--- config.mk ---
export PLATFORM = sky130hd
export DESIGN_NAME = alu_iter_unit
export DESIGN_NICKNAME = d
export VERILOG_FILES = /design/src/rtl/alu_iter_unit.sv
export SDC_FILE = /design/constraint.sdc
export NUM_CORES = 1
export LEC_CHECK = 0
export BUFFER_PORTS_ARGS = -buffer_cell sky130_fd_sc_hd__buf_4
export CAP_MARGIN = 10
export CORE_MARGIN = 5
export CORE_UTILIZATION = 40
export DETAILED_ROUTE_END_ITERATION = 8
export MAX_ROUTING_LAYER = met4
export SLEW_MARGIN = 20
export SYNTH_ARGS = -nofsm -noshare
export SYNTH_HDL_FRONTEND = slang
export SYNTH_SLANG_ARGS = --single-unit
--- constraint.sdc ---
create_clock -name Clock -period 10.15 [get_ports Clock]
set_clock_uncertainty 0.1 [all_clocks]
set_input_delay 1.015 -clock Clock [delete_from_list [all_inputs] [get_ports Clock]]
set_output_delay 1.015 -clock Clock [all_outputs]
set_load 0.01 [all_outputs]
--- src/rtl/alu_iter_unit.sv ---
// Multi-cycle ALU: 16 base ops in one cycle, iterative MUL and bit-serial shifts.
// Latency: base/reserved/zero-shift ops 0 extra cycles, shift by s takes s cycles, MUL takes WIDTH cycles.
// Backpressure: Start is ignored while Busy=1. Optional multiplier is built only when ALU_MUL_EN is defined.
module alu_iter_unit #(
   parameter int WIDTH = 32
) (
   input  logic               Clock,
   input  logic               Reset,
   input  logic               Start,
   input  logic [4:0]         FunSel,
   input  logic [WIDTH-1:0]   A,
   input  logic [WIDTH-1:0]   B,
   input  logic               WF,
   output logic               Busy,
   output logic               Done,
   output logic [WIDTH-1:0]   ALUOut,
   output logic [3:0]         FlagsOut
);
   localparam int SW = $clog2(WIDTH);
   localparam int CW = SW + 1;
   localparam int M  = WIDTH - 1;

   typedef enum logic [1:0] {S_IDLE, S_MUL, S_SHIFT} state_t;

   state_t           state, state_n;
   logic [CW-1:0]    cnt, cnt_n;
   logic             wf_q, wf_n;
   logic [1:0]       kind_q, kind_n;
   logic [WIDTH-1:0] sh_q, sh_n;
   logic [WIDTH-1:0] out_n;
   logic [3:0]       flags_n;
   logic             done_n;

   logic [3:0]       f;
   logic [SW-1:0]    s;
   logic             add_cin;
   logic [WIDTH:0]   sum, diff;
   logic [WIDTH-1:0] b_res, step;
   logic             b_c, b_o, b_setc, b_seto, step_c;

`ifdef ALU_MUL_EN
   logic [2*WIDTH-1:0] prod, prod_n, mcand, mcand_n, prod_step;
   logic [WIDTH-1:0]   mplier, mplier_n;
`endif

   assign f    = FunSel[3:0];
   assign s    = B[SW-1:0];
   assign Busy = (state != S_IDLE);

   always_comb begin
      add_cin = (f == 4'd5) ? FlagsOut[2] : 1'b0;
      sum     = {1'b0, A} + {1'b0, B} + {{WIDTH{1'b0}}, add_cin};
      diff    = {1'b0, A} - {1'b0, B};
      b_res   = A;
      b_c     = 1'b0;
      b_o     = 1'b0;
      b_setc  = 1'b0;
      b_seto  = 1'b0;
      case (f)
         4'd0:  b_res = A;
         4'd1:  b_res = B;
         4'd2:  b_res = ~A;
         4'd3:  b_res = ~B;
         4'd4, 4'd5: begin
            b_res = sum[M:0]; b_c = sum[WIDTH]; b_setc = 1'b1; b_seto = 1'b1;
            b_o   = (A[M] == B[M]) && (sum[M] != A[M]);
         end
         4'd6: begin
            // C is the inverted borrow: set when A >= B unsigned
            b_res = diff[M:0]; b_c = ~diff[WIDTH]; b_setc = 1'b1; b_seto = 1'b1;
            b_o   = (A[M] != B[M]) && (diff[M] != A[M]);
         end
         4'd7:  b_res = A & B;
         4'd8:  b_res = A | B;
         4'd9:  b_res = A ^ B;
         4'd10: b_res = ~(A & B);
         4'd11: begin b_res = {A[M-1:0], 1'b0};         b_c = A[M]; b_setc = 1'b1; end
         4'd12: begin b_res = {1'b0, A[M:1]};           b_c = A[0]; b_setc = 1'b1; end
         4'd13: begin b_res = {A[M], A[M:1]};           b_c = A[0]; b_setc = 1'b1; end
         4'd14: begin b_res = {A[M-1:0], FlagsOut[2]};  b_c = A[M]; b_setc = 1'b1; end
         4'd15: begin b_res = {FlagsOut[2], A[M:1]};    b_c = A[0]; b_setc = 1'b1; end
      endcase
   end

   always_comb begin
      case (kind_q)
         2'd2:    begin step = {1'b0, sh_q[M:1]};    step_c = sh_q[0]; end
         2'd3:    begin step = {sh_q[M], sh_q[M:1]}; step_c = sh_q[0]; end
         default: begin step = {sh_q[M-1:0], 1'b0};  step_c = sh_q[M]; end
      endcase
   end

   always_comb begin
      state_n = state;
      cnt_n   = cnt;
      wf_n    = wf_q;
      kind_n  = kind_q;
      sh_n    = sh_q;
      out_n   = ALUOut;
      flags_n = FlagsOut;
      done_n  = 1'b0;
`ifdef ALU_MUL_EN
      prod_n    = prod;
      mcand_n   = mcand;
      mplier_n  = mplier;
      prod_step = prod + (mplier[0] ? mcand : '0);
`endif
      case (state)
         S_IDLE: if (Start) begin
            if (!FunSel[4]) begin
               out_n  = b_res;
               done_n = 1'b1;
               if (WF)
                  flags_n = {b_res == '0, b_setc ? b_c : FlagsOut[2], b_res[M], b_seto ? b_o : FlagsOut[0]};
            end else begin
               case (f)
`ifdef ALU_MUL_EN
                  4'd0: begin
                     state_n  = S_MUL;
                     cnt_n    = CW'(WIDTH);
                     wf_n     = WF;
                     prod_n   = '0;
                     mcand_n  = {{WIDTH{1'b0}}, A};
                     mplier_n = B;
                  end
`endif
                  4'd1, 4'd2, 4'd3: begin
                     if (s == '0) begin
                        out_n  = A;
                        done_n = 1'b1;
                        if (WF) flags_n = {A == '0, FlagsOut[2], A[M], FlagsOut[0]};
                     end else begin
                        state_n = S_SHIFT;
                        cnt_n   = {1'b0, s};
                        wf_n    = WF;
                        kind_n  = f[1:0];
                        sh_n    = A;
                     end
                  end
                  default: begin
                     out_n  = A;
                     done_n = 1'b1;
                  end
               endcase
            end
         end
         S_SHIFT: begin
            sh_n  = step;
            cnt_n = cnt - CW'(1);
            if (cnt == CW'(1)) begin
               state_n = S_IDLE;
               out_n   = step;
               done_n  = 1'b1;
               if (wf_q) flags_n = {step == '0, step_c, step[M], FlagsOut[0]};
            end
         end
`ifdef ALU_MUL_EN
         S_MUL: begin
            prod_n   = prod_step;
            mcand_n  = mcand << 1;
            mplier_n = mplier >> 1;
            cnt_n    = cnt - CW'(1);
            if (cnt == CW'(1)) begin
               state_n = S_IDLE;
               out_n   = prod_step[M:0];
               done_n  = 1'b1;
               if (wf_q)
                  flags_n = {prod_step[M:0] == '0, |prod_step[2*WIDTH-1:WIDTH], prod_step[M], FlagsOut[0]};
            end
         end
`endif
         default: state_n = S_IDLE;
      endcase
   end

   always_ff @(posedge Clock) begin
      if (Reset) begin
         state    <= S_IDLE;
         cnt      <= '0;
         wf_q     <= 1'b0;
         kind_q   <= 2'd0;
         sh_q     <= '0;
         ALUOut   <= '0;
         FlagsOut <= '0;
         Done     <= 1'b0;
`ifdef ALU_MUL_EN
         prod     <= '0;
         mcand    <= '0;
         mplier   <= '0;
`endif
      end else begin
         state    <= state_n;
         cnt      <= cnt_n;
         wf_q     <= wf_n;
         kind_q   <= kind_n;
         sh_q     <= sh_n;
         ALUOut   <= out_n;
         FlagsOut <= flags_n;
         Done     <= done_n;
`ifdef ALU_MUL_EN
         prod     <= prod_n;
         mcand    <= mcand_n;
         mplier   <= mplier_n;
`endif
      end
   end
endmodule

**Yosys cells after proc, flatten, opt, wreduce, memory -nomap -nowiden**

Cells that the tools add are included.

- Input bits: 73
- Bits in registers: 80

- Bitwise gates (word level): 9
- Equal/unequal tests: 40
- Reductions and logical operators: 26
- Muxes and demuxes: 47
- Add/subtract/negate cells: 4

Operators by type and width:

| operator | count |
|---|---|
| $pmux W32 S15 | 1 |
| $mux W32 | 9 |
| $pmux W32 S2 | 3 |
| $logic_not A32 Y1 | 3 |
| $not A32 Y32 | 3 |
| $add A32 B32 Y33 | 1 |
| $add A33 B1 Y33 | 1 |
| $sub A32 B32 Y33 | 1 |
| $and A32 B32 Y32 | 1 |
| $eq A4 B4 Y1 const B | 8 |
| $mux W4 | 8 |
| $or A32 B32 Y32 | 1 |
| $xor A32 B32 Y32 | 1 |
| $mux W6 | 4 |
| $eq A4 B3 Y1 const B | 4 |
| $ne A3 B3 Y1 const B | 5 |
| $reduce_and A5 Y1 | 3 |
| $ne A2 B2 Y1 const B | 6 |
| $pmux W6 S2 | 1 |
| $mux W1 | 11 |
| $mux W2 | 5 |
| $reduce_and A10 Y1 | 1 |
| $reduce_and A9 Y1 | 1 |
| $reduce_or A3 Y1 | 3 |
| other kinds (24) | 41 |

**Logic depth before layout (Yosys ltp)**

- Depth in word-level cells: 11
- Mapped depth: 20
- Depth with buffers taken out: 17

**Least setup slack after synthesis**

No wires, ideal clock.

- Path type: input-to-reg
- From: input port FunSel[0]
- To: register FlagsOut[3]
- Stages: 20
- Library setup time: 86 ps
- Buffers on the path: 3
- Setup slack: 4,879 ps
- Arrival time: 5,085 ps
- Required time: 9,964 ps
- Cell sequence: buf_4 > buf_2 > buf_2 > nor2b_1 > nand3_1 > fa_1 > inv_1 > fa_1 > nand3_1 > a21oi_1 > a311oi_2 > o21bai_1 > nor2_1 > or4_4 > a2111oi_2 > nand4_1 > nor4_2 > nand4_1 > or4b_1 > a221oi_2

- Word-level cells in the longest chain between the ends: 9
- Elaborated cells on any way between the ends: 29

RTL lines:

| element | RTL line | source |
|---|---|---|
| from (decl) | 10 | `input logic [4:0] FunSel,` |
| $eq A4 B3 Y1 | 51, 59 |  |
| $mux W1 | 51 | `add_cin = (f == 4'd5) ? FlagsOut[2] : 1'b0;` |
| $add A33 B1 Y33 | 52 | `sum = {1'b0, A} + {1'b0, B} + {{WIDTH{1'b0}}, add_cin};` |
| $pmux W32 S15 | 59 | `case (f)` |
| $logic_not A32 Y1 | 114 | `flags_n = {b_res == '0, b_setc ? b_c : FlagsOut[2], b_res[M], b_seto ? b_o : FlagsOut[0]};` |
| $mux W4 | 113 | `if (WF)` |
| $mux W4 | 110 | `if (!FunSel[4]) begin` |
| $mux W4 | 109 | `S_IDLE: if (Start) begin` |
| $pmux W4 S2 | 108 | `case (state)` |
| to (signal assigned) | 198 | `FlagsOut <= flags_n;` |
| to (decl) | 17 | `output logic [3:0] FlagsOut` |

Several ways; a longest one is shown, not always the timed one. The select of a mux whose other input is x is not followed.
A chain may end at the register's enable or synchronous reset.

**Worst setup path after layout**

- From: input port FunSel[2]
- To: register FlagsOut[3]

Same word-level chain as after synthesis.

==> out/metrics.cfg <==
[outcome]
status=finished clean

[cts]
ctsHoldBuffers=0
cts_resized=0
clkTransAtPathRegs_ns=0.06
clock_latency_ns=0.34
cts_tree=done
clock_sinks=79
cts_max_level=3
clockRootBuffer=clkbuf_16
post_cts_buffers=0
max-clock-path-buffers=2
cts_buffers=9

[drt]
drt_iter0_drc=2136
wl_per_cell_um=27.03
drtAntennaViolNets=0
drc=0
dr.pass1.iters=6
via_count=14625
vias_per_cell=6.774
wl_um=58360

[final_layout]
syn_to_final_growth_pct=9.304
final_common_cell=a21oi_1
antenna_cells=0
fin_cells=2159
drive_above_1_share=0.1142
nNetsFinal=1938
layout_common_cells=a21oi_1 (165), nand2_1 (162), nor2_1 (157), buf_4 (131), o21ai_0 (115)

[synth]
yosys_warnings=0
syn-cell-area_um2=12130
ys.flop_type=dfxtp_1
avgSynthCellArea_um2=6.834
ys_seq_elements=79
synth_nets=1949
syn_inst=1775
synth-edff-count=0
seq_area_frac_synth=0.1304
synth_cell_types=95
ys_async_sr_fraction=0

[floorplanning]
die_height_um=184.1
core_um2=29800
io_pins=111
fp.dieW_um=184.1
die_area_um2=33910
core.rowCount=63
start_util=0.4071

[global_routing]
grt_overflow=0
grt_max_degree=86
grt_usage=0.3366
antenna_found_initial=0
grt_pass1_vias=13457
grt_pass1_wl_um=85750

[setup_path]
r2r_cells=15
r2r_slack_ns=5.42
r2r-end=FlagsOut[3]$_SDFFE_PP0P_
crit_type=input pin to flip-flop
cp.arrival_ns=6.31
r2r-start=FlagsOut[2]$_SDFFE_PP0P_
crit_required_ns=10.30
critPathLaunchType=input pin
worst_setup_path_end_kind=flip-flop
crit_fanout=48
startpoint=FunSel[2]

[placement]
portBuffers=110
post-place-ws_ns=3.818
dp_hpwl_um=43130
place_inst=2143
gp_congestion=1.008

[power_and_ir_drop]
power.leakage_uw=0.005239
ir_worst_vdd_mv=0.07350
clkPwrFrac=0.263
sw_frac_of_total=0.4226
power.density_nw_per_um2=101.9
power_switching_uw=571.1
p_seq_frac=0.257
internal_power_uw=780.4
combPwrFrac=0.480

[run]
maxCapViolCount=0

[sta]
timing.setup.tns_ns=0
fin_crit_sh=0.6068
worst_slew_pin_slew_ns=1.047
rsz0062_at_grt=false
final-hold-violation-count=0
max_slew_margin=0.3004
clock.fmax_ghz=0.1624
fin_ws_ns=3.991
fin_crit_ns=6.159
drv_slew=0
setup_violations=0

[min_path]
hold_path_depth=2
hp-class=flip-flop to flip-flop
holdPathEnd=ALUOut[10]$_SDFFE_PP0P_
hold_start=ALUOut[10]$_SDFFE_PP0P_

-- state kept, by name, summed over array words and instances (netlist names) --
register and cells:
ALUOut 32, Done 1, FlagsOut 4, cnt 6, kind_q 2, sh_q 32, state 1, wf_q 1
-- routing by layer --
metal / part of all wire / GRT usage
met5: 0 / -
met4: 0.051 / 0.1511
met3: 0.11 / 0.06828
met2: 0.43 / 0.4962
met1: 0.41 / 0.4443
-- stage by stage --
stage            util  total power [uW]  instance area (um^2)  hold WS [ns]
2_1_floorplan       -             753.6                 12130        0.3366
3_3_place_gp   0.4338             977.9                 12920        0.3439
3_5_place_dp   0.4339             977.2                 12930        0.3529
4_1_cts        0.4450              1334                 13260        0.3624
5_1_grt        0.4450              1411                 13260        0.3844
6_report       0.4450              1351                 13260        0.3603
-- cell usage after synthesis, types with 18 or more instances --
cell	n	area share
o211ai_1	32	0.020
nand2_1	162	0.050
nor4_1	23	0.012
and2_1	25	0.013
inv_1	114	0.035
nor2b_1	19	0.0098
nor3_1	38	0.016
nand4_1	20	0.010
a221oi_1	18	0.013
nand3_1	34	0.014
buf_2	21	0.0087
mux2i_1	48	0.040
o21ai_0	115	0.047
ha_1	98	0.10
a31oi_1	21	0.011
clkbuf_1	103	0.032
o22ai_1	49	0.025
a211oi_1	65	0.040
a22oi_1	32	0.020
nor2_1	159	0.049
dfxtp_1	79	0.13
a21oi_1	165	0.068
-- power by group through the flow --
stage / Clock (uW) / Sequential [uW] / Combinational, uW
2_1_floorplan: 0 / 354 / 399
3_3_place_gp: 0 / 353 / 625
3_5_place_dp: 0 / 354 / 623
4_1_cts: 361 / 347 / 626
5_1_grt: 372 / 350 / 689
6_report: 355 / 348 / 649
-- layout make-up --
class / instances / area, um^2
fill: 3162 / 16540
clock buffer: 11 / 252.7
timing repair buffer: 131 / 983.4
sequential: 79 / 1584
tap: 390 / 488.0
inverter: 117 / 439.2
multi-input combinational: 1426 / 9433
clock inverter: 5 / 78.83
-- kinds of logic after synthesis --
group / share of synthesized area
AO/OA/AOI/OAI: 0.3774
AND/OR/NAND/NOR: 0.2239
buffers and inverters: 0.09458
adder cells (fa/ha/maj): 0.1060
flip-flops: 0.1304
multiplexers: 0.05539
XOR/XNOR: 0.01227
-- worst max-delay path, stage by stage --
cell,delay (ns)
buf_4,0.39
nor2b_1,0.85
nand3_1,0.19
fa_1,0.42
inv_1,0.08
fa_1,0.24
a21o_1,0.14
a221oi_1,0.11
o221ai_1,0.40
a21oi_1,0.17
o31ai_1,0.44
a21oi_1,0.15
xnor2_1,0.15
a21oi_1,0.35
o32a_1,0.22
nand4_1,0.11
or4b_1,0.58
a221oi_2,0.26
-- worst max path at each step --
| stage | end | slack, ns | cells after the start |
|---|---|---|---|
| global route | FlagsOut[3]$_SDFFE_PP0P_ | 3.78 | 18 |
| global placement | FlagsOut[3]$_SDFFE_PP0P_ | 3.95 | 18 |
| floorplan | FlagsOut[3]$_SDFFE_PP0P_ | 4.88 | 20 |
| finish | FlagsOut[3]$_SDFFE_PP0P_ | 3.99 | 18 |
| CTS | FlagsOut[3]$_SDFFE_PP0P_ | 4.17 | 18 |
| detailed placement | FlagsOut[3]$_SDFFE_PP0P_ | 3.82 | 18 |
No activity file was read; power rests on OpenSTA's default activity.
